**src/rtl/decode_sequencer_if.sv**
```systemverilog
// ---------------------------------------------------------------------------
// decode_sequencer_if
//
// Bundles every handshake and SRAM bus signal exchanged between the decode
// sequencer and the rest of the top level (UART/VGA glue and the three
// milestone engines).
//
//   Sequencer control : seq_start (in), seq_busy, seq_done, seq_error (out)
//   Ownership         : owner, mult_sel (out)
//   Milestone control : M1/M2/M3_start (out), M1/M2/M3_done (in)
//   Milestone SRAM    : Mx_SRAM_address/write_data/we_n (in, x = 1..3)
//   Display SRAM      : VGA_SRAM_address (in)
//   Muxed SRAM        : SRAM_address, SRAM_write_data, SRAM_we_n (out)
//
// Modport master is the sequencer's view; slave is the surrounding top level.
// ---------------------------------------------------------------------------
interface decode_sequencer_if;
    logic        seq_start;
    logic        seq_busy;
    logic        seq_done;
    logic        seq_error;
    logic [1:0]  owner;
    logic [1:0]  mult_sel;

    logic        M1_start;
    logic        M2_start;
    logic        M3_start;
    logic        M1_done;
    logic        M2_done;
    logic        M3_done;

    logic [17:0] M1_SRAM_address;
    logic [15:0] M1_SRAM_write_data;
    logic        M1_SRAM_we_n;
    logic [17:0] M2_SRAM_address;
    logic [15:0] M2_SRAM_write_data;
    logic        M2_SRAM_we_n;
    logic [17:0] M3_SRAM_address;
    logic [15:0] M3_SRAM_write_data;
    logic        M3_SRAM_we_n;
    logic [17:0] VGA_SRAM_address;

    logic [17:0] SRAM_address;
    logic [15:0] SRAM_write_data;
    logic        SRAM_we_n;

    modport master (
        input  seq_start,
        output seq_busy, seq_done, seq_error, owner, mult_sel,
        output M1_start, M2_start, M3_start,
        input  M1_done, M2_done, M3_done,
        input  M1_SRAM_address, M1_SRAM_write_data, M1_SRAM_we_n,
        input  M2_SRAM_address, M2_SRAM_write_data, M2_SRAM_we_n,
        input  M3_SRAM_address, M3_SRAM_write_data, M3_SRAM_we_n,
        input  VGA_SRAM_address,
        output SRAM_address, SRAM_write_data, SRAM_we_n
    );

    modport slave (
        output seq_start,
        input  seq_busy, seq_done, seq_error, owner, mult_sel,
        input  M1_start, M2_start, M3_start,
        output M1_done, M2_done, M3_done,
        output M1_SRAM_address, M1_SRAM_write_data, M1_SRAM_we_n,
        output M2_SRAM_address, M2_SRAM_write_data, M2_SRAM_we_n,
        output M3_SRAM_address, M3_SRAM_write_data, M3_SRAM_we_n,
        output VGA_SRAM_address,
        input  SRAM_address, SRAM_write_data, SRAM_we_n
    );
endinterface

```
**src/rtl/decode_sequencer.sv**
```systemverilog
// ---------------------------------------------------------------------------
// decode_sequencer
//
// Runs the decompression milestones in decode order (M3 lossless decode, M2
// IDCT, M1 colour-space conversion), each through a level start / done
// handshake. Exactly one milestone owns the SRAM port and the shared
// multipliers at any time; a one-cycle S_SWITCH gap with no owner separates
// consecutive stages so two milestones never touch SRAM back to back.
// A per-stage watchdog aborts a stage that never reports done.
//
// Parameters
//   TIMEOUT_CYCLES : watchdog limit per stage, in clock cycles
//   STAGE_MASK     : bit2 = M3, bit1 = M2, bit0 = M1; a 0 skips that stage
//
// Ports
//   CLOCK_50_I : 50 MHz clock
//   resetn     : asynchronous, active-low reset
//   bus        : decode_sequencer_if.master (handshakes + SRAM mux)
// ---------------------------------------------------------------------------
module decode_sequencer #(
    parameter logic [31:0] TIMEOUT_CYCLES = 32'd50_000_000,
    parameter logic [2:0]  STAGE_MASK     = 3'b111
) (
    input  logic               CLOCK_50_I,
    input  logic               resetn,
    decode_sequencer_if.master bus
);

    typedef enum logic [2:0] {
        S_IDLE,
        S_RUN_M3,
        S_RUN_M2,
        S_RUN_M1,
        S_SWITCH,
        S_DONE,
        S_ERROR
    } state_t;

    // Stage codes deliberately match the owner encoding, so a stage code can
    // be written straight into owner when that stage is entered.
    localparam logic [1:0] STG_NONE = 2'd0;
    localparam logic [1:0] STG_M1   = 2'd1;
    localparam logic [1:0] STG_M2   = 2'd2;
    localparam logic [1:0] STG_M3   = 2'd3;

    state_t      state;
    logic [1:0]  next_stage;
    logic [31:0] wd_count;
    logic [1:0]  owner;
    logic [2:0]  start_r;      // {M3, M2, M1}
    logic        busy_r;
    logic        done_r;
    logic        error_r;

    logic        owner_done;
    logic [17:0] sram_address;
    logic [15:0] sram_write_data;
    logic        sram_we_n;

    // Highest-priority enabled stage among the bits of mask (M3 first).
    function automatic logic [1:0] first_enabled(input logic [2:0] mask);
        if (mask[2]) begin
            return STG_M3;
        end else if (mask[1]) begin
            return STG_M2;
        end else if (mask[0]) begin
            return STG_M1;
        end
        return STG_NONE;
    endfunction

    // Next enabled stage that follows stg in decode order, or STG_NONE.
    function automatic logic [1:0] stage_after(input logic [1:0] stg);
        logic [2:0] remaining;
        case (stg)
            STG_M3:  remaining = STAGE_MASK & 3'b011;
            STG_M2:  remaining = STAGE_MASK & 3'b001;
            default: remaining = 3'b000;
        endcase
        return first_enabled(remaining);
    endfunction

    // State reached when stage stg is entered; STG_NONE means all finished.
    function automatic state_t run_state(input logic [1:0] stg);
        case (stg)
            STG_M3:  return S_RUN_M3;
            STG_M2:  return S_RUN_M2;
            STG_M1:  return S_RUN_M1;
            default: return S_DONE;
        endcase
    endfunction

    // One-hot start vector {M3, M2, M1} for stage stg.
    function automatic logic [2:0] start_vec(input logic [1:0] stg);
        case (stg)
            STG_M3:  return 3'b100;
            STG_M2:  return 3'b010;
            STG_M1:  return 3'b001;
            default: return 3'b000;
        endcase
    endfunction

    // Only the owning milestone's done is heard; the others are ignored.
    always_comb begin
        owner_done = 1'b0;
        case (owner)
            STG_M1:  owner_done = bus.M1_done;
            STG_M2:  owner_done = bus.M2_done;
            STG_M3:  owner_done = bus.M3_done;
            default: owner_done = 1'b0;
        endcase
    end

    // Sequencer FSM with registered outputs. Every transition sets the
    // outputs that belong to the destination state, so owner/starts/busy
    // change on the same edge as the state.
    always_ff @(posedge CLOCK_50_I or negedge resetn) begin
        if (!resetn) begin
            state      <= S_IDLE;
            next_stage <= STG_NONE;
            wd_count   <= 32'd0;
            owner      <= STG_NONE;
            start_r    <= 3'b000;
            busy_r     <= 1'b0;
            done_r     <= 1'b0;
            error_r    <= 1'b0;
        end else begin
            done_r <= 1'b0;
            case (state)
                S_IDLE, S_ERROR: begin
                    if (bus.seq_start) begin
                        error_r  <= 1'b0;
                        state    <= run_state(first_enabled(STAGE_MASK));
                        owner    <= first_enabled(STAGE_MASK);
                        start_r  <= start_vec(first_enabled(STAGE_MASK));
                        busy_r   <= (first_enabled(STAGE_MASK) != STG_NONE);
                        done_r   <= (first_enabled(STAGE_MASK) == STG_NONE);
                        wd_count <= 32'd0;
                    end
                end

                S_RUN_M3, S_RUN_M2, S_RUN_M1: begin
                    // done is checked first so it wins over a coincident timeout
                    if (owner_done) begin
                        state      <= S_SWITCH;
                        next_stage <= stage_after(owner);
                        owner      <= STG_NONE;
                        start_r    <= 3'b000;
                    end else if (wd_count == TIMEOUT_CYCLES - 32'd1) begin
                        state   <= S_ERROR;
                        error_r <= 1'b1;
                        owner   <= STG_NONE;
                        start_r <= 3'b000;
                        busy_r  <= 1'b0;
                    end else begin
                        wd_count <= wd_count + 32'd1;
                    end
                end

                S_SWITCH: begin
                    state    <= run_state(next_stage);
                    owner    <= next_stage;
                    start_r  <= start_vec(next_stage);
                    busy_r   <= (next_stage != STG_NONE);
                    done_r   <= (next_stage == STG_NONE);
                    wd_count <= 32'd0;
                end

                S_DONE: begin
                    state <= S_IDLE;
                end

                default: begin
                    state   <= S_IDLE;
                    owner   <= STG_NONE;
                    start_r <= 3'b000;
                    busy_r  <= 1'b0;
                end
            endcase
        end
    end

    // SRAM mux: with no owner the display keeps read access and writes are
    // blocked; otherwise the owning milestone drives all three signals.
    always_comb begin
        sram_address    = bus.VGA_SRAM_address;
        sram_write_data = 16'd0;
        sram_we_n       = 1'b1;
        case (owner)
            STG_M1: begin
                sram_address    = bus.M1_SRAM_address;
                sram_write_data = bus.M1_SRAM_write_data;
                sram_we_n       = bus.M1_SRAM_we_n;
            end
            STG_M2: begin
                sram_address    = bus.M2_SRAM_address;
                sram_write_data = bus.M2_SRAM_write_data;
                sram_we_n       = bus.M2_SRAM_we_n;
            end
            STG_M3: begin
                sram_address    = bus.M3_SRAM_address;
                sram_write_data = bus.M3_SRAM_write_data;
                sram_we_n       = bus.M3_SRAM_we_n;
            end
            default: begin
                sram_address    = bus.VGA_SRAM_address;
                sram_write_data = 16'd0;
                sram_we_n       = 1'b1;
            end
        endcase
    end

    assign bus.seq_busy        = busy_r;
    assign bus.seq_done        = done_r;
    assign bus.seq_error       = error_r;
    assign bus.owner           = owner;
    assign bus.mult_sel        = owner;
    assign bus.M3_start        = start_r[2];
    assign bus.M2_start        = start_r[1];
    assign bus.M1_start        = start_r[0];
    assign bus.SRAM_address    = sram_address;
    assign bus.SRAM_write_data = sram_write_data;
    assign bus.SRAM_we_n       = sram_we_n;

endmodule

```
**src/flat_wrapper.sv**
```systemverilog
// flat-port wrapper written by rule: the top's interface ports become plain ports
module decode_sequencer_flat 
#(
    parameter logic [31:0] TIMEOUT_CYCLES = 32'd50_000_000,
    parameter logic [2:0]  STAGE_MASK     = 3'b111
)
  (CLOCK_50_I, resetn, bus_seq_start, bus_seq_busy, bus_seq_done, bus_seq_error, bus_owner, bus_mult_sel, bus_M1_start, bus_M2_start, bus_M3_start, bus_M1_done, bus_M2_done, bus_M3_done, bus_M1_SRAM_address, bus_M1_SRAM_write_data, bus_M1_SRAM_we_n, bus_M2_SRAM_address, bus_M2_SRAM_write_data, bus_M2_SRAM_we_n, bus_M3_SRAM_address, bus_M3_SRAM_write_data, bus_M3_SRAM_we_n, bus_VGA_SRAM_address, bus_SRAM_address, bus_SRAM_write_data, bus_SRAM_we_n);
  decode_sequencer_if bus_i ();
  input  logic CLOCK_50_I;
  input  logic resetn;
  input wire logic [$bits(bus_i.seq_start)-1:0] bus_seq_start;
  output wire logic [$bits(bus_i.seq_busy)-1:0] bus_seq_busy;
  output wire logic [$bits(bus_i.seq_done)-1:0] bus_seq_done;
  output wire logic [$bits(bus_i.seq_error)-1:0] bus_seq_error;
  output wire logic [$bits(bus_i.owner)-1:0] bus_owner;
  output wire logic [$bits(bus_i.mult_sel)-1:0] bus_mult_sel;
  output wire logic [$bits(bus_i.M1_start)-1:0] bus_M1_start;
  output wire logic [$bits(bus_i.M2_start)-1:0] bus_M2_start;
  output wire logic [$bits(bus_i.M3_start)-1:0] bus_M3_start;
  input wire logic [$bits(bus_i.M1_done)-1:0] bus_M1_done;
  input wire logic [$bits(bus_i.M2_done)-1:0] bus_M2_done;
  input wire logic [$bits(bus_i.M3_done)-1:0] bus_M3_done;
  input wire logic [$bits(bus_i.M1_SRAM_address)-1:0] bus_M1_SRAM_address;
  input wire logic [$bits(bus_i.M1_SRAM_write_data)-1:0] bus_M1_SRAM_write_data;
  input wire logic [$bits(bus_i.M1_SRAM_we_n)-1:0] bus_M1_SRAM_we_n;
  input wire logic [$bits(bus_i.M2_SRAM_address)-1:0] bus_M2_SRAM_address;
  input wire logic [$bits(bus_i.M2_SRAM_write_data)-1:0] bus_M2_SRAM_write_data;
  input wire logic [$bits(bus_i.M2_SRAM_we_n)-1:0] bus_M2_SRAM_we_n;
  input wire logic [$bits(bus_i.M3_SRAM_address)-1:0] bus_M3_SRAM_address;
  input wire logic [$bits(bus_i.M3_SRAM_write_data)-1:0] bus_M3_SRAM_write_data;
  input wire logic [$bits(bus_i.M3_SRAM_we_n)-1:0] bus_M3_SRAM_we_n;
  input wire logic [$bits(bus_i.VGA_SRAM_address)-1:0] bus_VGA_SRAM_address;
  output wire logic [$bits(bus_i.SRAM_address)-1:0] bus_SRAM_address;
  output wire logic [$bits(bus_i.SRAM_write_data)-1:0] bus_SRAM_write_data;
  output wire logic [$bits(bus_i.SRAM_we_n)-1:0] bus_SRAM_we_n;
  assign bus_i.seq_start = bus_seq_start;
  assign bus_seq_busy = bus_i.seq_busy;
  assign bus_seq_done = bus_i.seq_done;
  assign bus_seq_error = bus_i.seq_error;
  assign bus_owner = bus_i.owner;
  assign bus_mult_sel = bus_i.mult_sel;
  assign bus_M1_start = bus_i.M1_start;
  assign bus_M2_start = bus_i.M2_start;
  assign bus_M3_start = bus_i.M3_start;
  assign bus_i.M1_done = bus_M1_done;
  assign bus_i.M2_done = bus_M2_done;
  assign bus_i.M3_done = bus_M3_done;
  assign bus_i.M1_SRAM_address = bus_M1_SRAM_address;
  assign bus_i.M1_SRAM_write_data = bus_M1_SRAM_write_data;
  assign bus_i.M1_SRAM_we_n = bus_M1_SRAM_we_n;
  assign bus_i.M2_SRAM_address = bus_M2_SRAM_address;
  assign bus_i.M2_SRAM_write_data = bus_M2_SRAM_write_data;
  assign bus_i.M2_SRAM_we_n = bus_M2_SRAM_we_n;
  assign bus_i.M3_SRAM_address = bus_M3_SRAM_address;
  assign bus_i.M3_SRAM_write_data = bus_M3_SRAM_write_data;
  assign bus_i.M3_SRAM_we_n = bus_M3_SRAM_we_n;
  assign bus_i.VGA_SRAM_address = bus_VGA_SRAM_address;
  assign bus_SRAM_address = bus_i.SRAM_address;
  assign bus_SRAM_write_data = bus_i.SRAM_write_data;
  assign bus_SRAM_we_n = bus_i.SRAM_we_n;
  decode_sequencer #(.TIMEOUT_CYCLES(TIMEOUT_CYCLES), .STAGE_MASK(STAGE_MASK)) u_core (.CLOCK_50_I(CLOCK_50_I), .resetn(resetn), .bus(bus_i));
endmodule
```
**config.mk**
```make
export PLATFORM = sky130hd
export DESIGN_NAME = decode_sequencer_flat
export DESIGN_NICKNAME = d
export VERILOG_FILES = /design/src/rtl/decode_sequencer_if.sv /design/src/rtl/decode_sequencer.sv /design/src/flat_wrapper.sv
export SDC_FILE = /design/constraint.sdc
export NUM_CORES = 1
export LEC_CHECK = 0
export ABC_AREA = 1
export BUFFER_PORTS_ARGS = -buffer_cell sky130_fd_sc_hd__buf_4
export CAP_MARGIN = 20
export CORE_ASPECT_RATIO = 0.5
export CORE_UTILIZATION = 45
export CTS_CLUSTER_DIAMETER = 50
export DETAILED_ROUTE_END_ITERATION = 7
export GPL_TIMING_DRIVEN = 0
export PLACE_DENSITY = 0.86
export SKIP_CTS_REPAIR_TIMING = 1
export SKIP_LAST_GASP = 1
export SYNTH_ARGS = -nofsm -noshare
export SYNTH_HDL_FRONTEND = slang
export SYNTH_SLANG_ARGS = --single-unit
```
**constraint.sdc**
```tcl
create_clock -name CLOCK_50_I -period 3.3 [get_ports CLOCK_50_I]
set_input_delay 0.825 -clock CLOCK_50_I [delete_from_list [all_inputs] [get_ports CLOCK_50_I]]
set_output_delay 0.825 -clock CLOCK_50_I [all_outputs]
set_load 0.03 [all_outputs]
```
Yosys cells after proc, flatten, opt, wreduce, memory -nomap -nowiden --
Cells that the tools add are included.
Word-level totals: output and inout bits 45, logic and storage cells 84, flip-flop bits (word level) 45
Cells by class: multiplexer cells 43, reduce and logical (&&, ||, !) cells 13, add/subtract/negate cells 1, equal/unequal tests 18, bitwise operators 1
Operators by type and width (number):
- 2-to-1 mux 32 bit | 3
- one-hot mux 32 bit (3 select lines) | 1
- one-hot mux 18 bit (3 select lines) | 1
- one-hot mux 16 bit (3 select lines) | 1
- adder 32 x 1 -> 32 bit (second input constant) | 1
- equality test 32 x 26 -> 1 bit (second input constant) | 1
- one-hot mux 3 bit (3 select lines) | 3
- 2-to-1 mux 3 bit | 8
- 2-to-1 mux 2 bit | 7
- 2-to-1 mux 1 bit | 12
- one-hot mux 3 bit (4 select lines) | 1
- AND reduction 4 bit | 3
- equality test 3 bit (second input constant) | 3
- equality test 2 bit (second input constant) | 4
- one-hot mux 2 bit (4 select lines) | 1
- equality test 3 x 2 -> 1 bit (second input constant) | 2
- != test 2 bit (second input constant) | 3
- one-hot mux 1 bit (3 select lines) | 2
- equality test 2 x 1 -> 1 bit (second input constant) | 2
- one-hot mux 1 bit (4 select lines) | 1
- one-hot mux 2 bit (2 select lines) | 1
- AND reduction 2 bit | 2
- nonzero test 2 bit | 2
- equality test 3 x 1 -> 1 bit (second input constant) | 1
- other kinds (10) | 10

Longest topological paths before layout --
word-level depth 10, mapped depth 11, mapped depth without buffers 10

Worst setup path after synthesis --
Ideal clock, no wire load.
path type register to output, from register u_core.owner[1] (netlist: u_core.bus.mult_sel[1]), to output bus_SRAM_address[12], data required time 2475 ps, cell stages (with the launch flop) 7, arrival 1709 ps, setup slack 766 ps, path buffers 2, path through dfrtp_1 buf_2 inv_1 nor2_1 clkbuf_1 nand2_1 nand4_1
On the way: longest elaborated chain between the ends 2, elaborated cells on any way between the ends 4, those cells by class eq/ne (3); mux (1)
Ends and longest elaborated chain:
- start: declaration | RTL line decode_sequencer.sv:49 | logic [1:0] owner;
- start signal: assignment | RTL line decode_sequencer.sv:134 | owner <= first_enabled(STAGE_MASK);
- start signal: assignment | RTL line decode_sequencer.sv:162 | owner <= next_stage;
- equality test 2 bit / equality test 2 x 1 -> 1 bit (equally long branches) | RTL line decode_sequencer.sv:189 | case (owner)
- one-hot mux 18 bit (3 select lines) (*) | RTL line decode_sequencer.sv:189
- end: declaration | RTL line flat_wrapper.sv:33 | output wire logic [$bits(bus_i.SRAM_address)-1:0] bus_SRAM_address;
Mark *: on every way between the ends. The rest lies on a longest branch, timed or not.

Worst setup path in the final report --
from register u_core.owner[0] (netlist: u_core.bus.mult_sel[0]), to output bus_SRAM_address[6]
Same word-level chain as after synthesis.

==> results.tsv <==
metric	value	unit
setup violators final	0	
r2r worst-path depth	11	
PD cells	246	nW/µm²
Max Clk Rate	317	MHz
Die X	130	µm
count of cell types in the netlist	31	
CP bufs+invs	4	
FF+latch area	1130	µm²
WP depth	7	
Slew @ Worst Pin	599	ps
Initial Util	48.5	%
Reg clk slew, reported paths	60	ps
Clock Latency Late Sink	300	ps
Worst Path Max Fanout	10	
area of the multi-input gates	2310	µm²
commonest non-fill, non-tap cell in the layout	nand2_1	
HP Class	register to register	
first-pass GRT wire length	23.5	mm
max incr delay on CP	380	ps
Net Count, Synth	760	
RSZ-0062 raised after global routing	no	
DR vias	4961	
CP Cell Sequence	buf_2 > inv_1 > nor2_1 > clkbuf_1 > nand2_1 > nand4_1 > buf_4	
core area	7650	µm²
CTS Sinks	45	
CP required	2470	ps
VDD IR max	195	µV
Total Power	1.30	mW
Syn Inst Count	624	
layout cell share with drive strength beyond 1	26.2	%
slowest CP cell	dfrtp_1	
CTS Buf Count	5	
CP Capture Type	primary output	
sequential area share after synthesis	30.3	%
Post-DP HPWL	13.0	mm
Post-Layout Cell Count	914	
Fin. Hold Viols	0	
Die Y	66.2	µm
Worst Skew	3.18	ps
antenna violations before repair	2	
Avg Synthesized Cell Area	5.95	µm²
CP delay by family, top	buffers and inverters	
grt total ovfl	0	
pin count of the biggest net entering global routing	46	
vias in the first global route	4413	
clock buffer depth	2	
PortBufs	173	
# rows	22	
Root Buffer	clkbuf_16	
critical path class	register to primary output	
run status	complete, no violations	
number of warnings issued by yosys	0	
drt total wl	16.0	mm
Boundary Pins	174	
Routed Antenna Nets	0	
# DRC	0	
TritonCTS clock tree	yes	
most frequent cells in the layout	301 x nand2_1, 178 x buf_4, 68 x nand3_1, 53 x nor2_1, 45 x dfrtp_1	
drt pass-1 iters	6	
WL per Instance	17.5	µm
hold slack	478	ps
GRT Total Usage	37.6	%
max-slew violations	0	
iteration-0 DRC count of the detailed router	612	
WHS Path Cells	2	
drt via density	5.43	
final worst path period share	95.5	%
Max-cap violations	0	
Slew headroom	60.1	%
fillers	702	
number of synthesized register bits	45	
cell leakage power	2.66	nW
cell area after synthesis	3710	µm²
placed insts	905	
Placer Congestion	1.15	
Setup TNS	0	ps
Startpoint Class	register	
fin nets	940	
htree depth	2	
post-layout util	69.4	%
area grow syn2layout	43.1	%
min cycle time layout	3150	ps
Worst Path Arrival	2330	ps
die area	8640	µm²
-- flip-flops by register name (all words and copies together), names as in the netlist --
register              count
u_core.wd_count          32
u_core.start_r            3
u_core.state              3
u_core.bus.mult_sel       2
u_core.next_stage         2
u_core.bus.seq_busy       1
u_core.bus.seq_done       1
u_core.bus.seq_error      1
-- stage by stage --
| step | setup WS (ps) | cell area [µm²] |
|---|---|---|
| 6_report | 149 | 5310 |
| 5_1_grt | 42.3 | 5310 |
| 4_1_cts | 192 | 5310 |
| 3_5_place_dp | 514 | 5150 |
| 3_3_place_gp | 498 | 5150 |
| 2_1_floorplan | 766 | 3710 |
-- Yosys cell counts --
cell	n	area share, %
a21oi_1	3	0.40
and2_1	1	0.17
buf_1	1	0.10
buf_2	2	0.27
buf_4	5	1.0
buf_6	3	0.91
clkbuf_1	11	1.1
clkbuf_2	2	0.27
clkinv_1	1	0.10
dfrtp_1	45	30
ha_1	7	2.4
inv_1	32	3.2
inv_2	4	0.40
nand2_1	301	30
nand3_1	68	9.2
nand3_4	1	0.47
nand3b_1	3	0.61
nand3b_4	1	0.54
nand4_1	29	4.9
nor2_1	54	5.5
nor2_2	2	0.34
nor2_4	1	0.30
nor3_1	2	0.27
o211ai_1	1	0.20
o21ai_0	9	1.2
o21ai_1	24	3.2
o21ai_2	1	0.24
o21bai_1	1	0.20
or2_2	5	0.84
xnor2_1	1	0.24
xor2_1	3	0.71
-- metal layers --
| metal | track usage [%] | routed length (µm) | vias up |
|---|---|---|---|
| met2 | 52.7 | 6730 | 284 |
| met3 | 16.0 | 2160 | 41 |
| met5 | 7.19 | 82 | - |
| met4 | 11.5 | 295 | 4 |
| met1 | 51.0 | 6730 | 2265 |
| li1 | - | - | 2367 |
-- worst min-delay path: stages, from the launching register on --
cell and delay (ps):
dfrtp_1 350, nand2_1 50, nand2_1 40
-- logic make-up (layout without fill, tap and decap cells) --
family	after synthesis	in the layout	share of synthesized area (%)
simple gates	468	468	53.5
flops	45	45	30.3
fa+ha+maj	7	7	2.36
other cells	0	1	0
compound gates	39	39	5.49
xor+xnor	4	4	0.944
buf+inv	61	242	7.41
-- path summary, 6_finish.rpt --
| path | startpoint | end | slack, ps |
|---|---|---|---|
| worst max-delay path | u_core.bus.mult_sel[0] | bus_SRAM_address[6] | 150 |
| worst max register to register | u_core.wd_count[0] | u_core.bus.mult_sel[1] | 1110 |
| worst min-delay path | u_core.bus.seq_busy | u_core.bus.seq_busy | 480 |
| worst min register to register | u_core.bus.seq_busy | u_core.bus.seq_busy | 480 |
| max in group asynchronous | resetn | u_core.wd_count[14] | 2360 |
| min in group asynchronous | resetn | u_core.start_r[0] | 540 |
-- power by group --
| group | leakage, nW | internal, mW | switching, mW |
|---|---|---|---|
| logic | 1.99 | 0.117 | 0.0871 |
| clock network | 0.0799 | 0.321 | 0.228 |
| registers | 0.594 | 0.551 | 0 |
-- cell type report --
class                   instances  area share (%)
clock buffers                   7            2.87
plain buffers                  24            2.61
multi-input cells             518            43.6
well taps                     108            2.54
clock inverters                 1          0.0942
flip-flops and latches         45            21.2
diodes                          1          0.0471
inverters                      37            2.61
repair buffers                173            24.4
No activity file was read; power rests on OpenSTA's default activity.
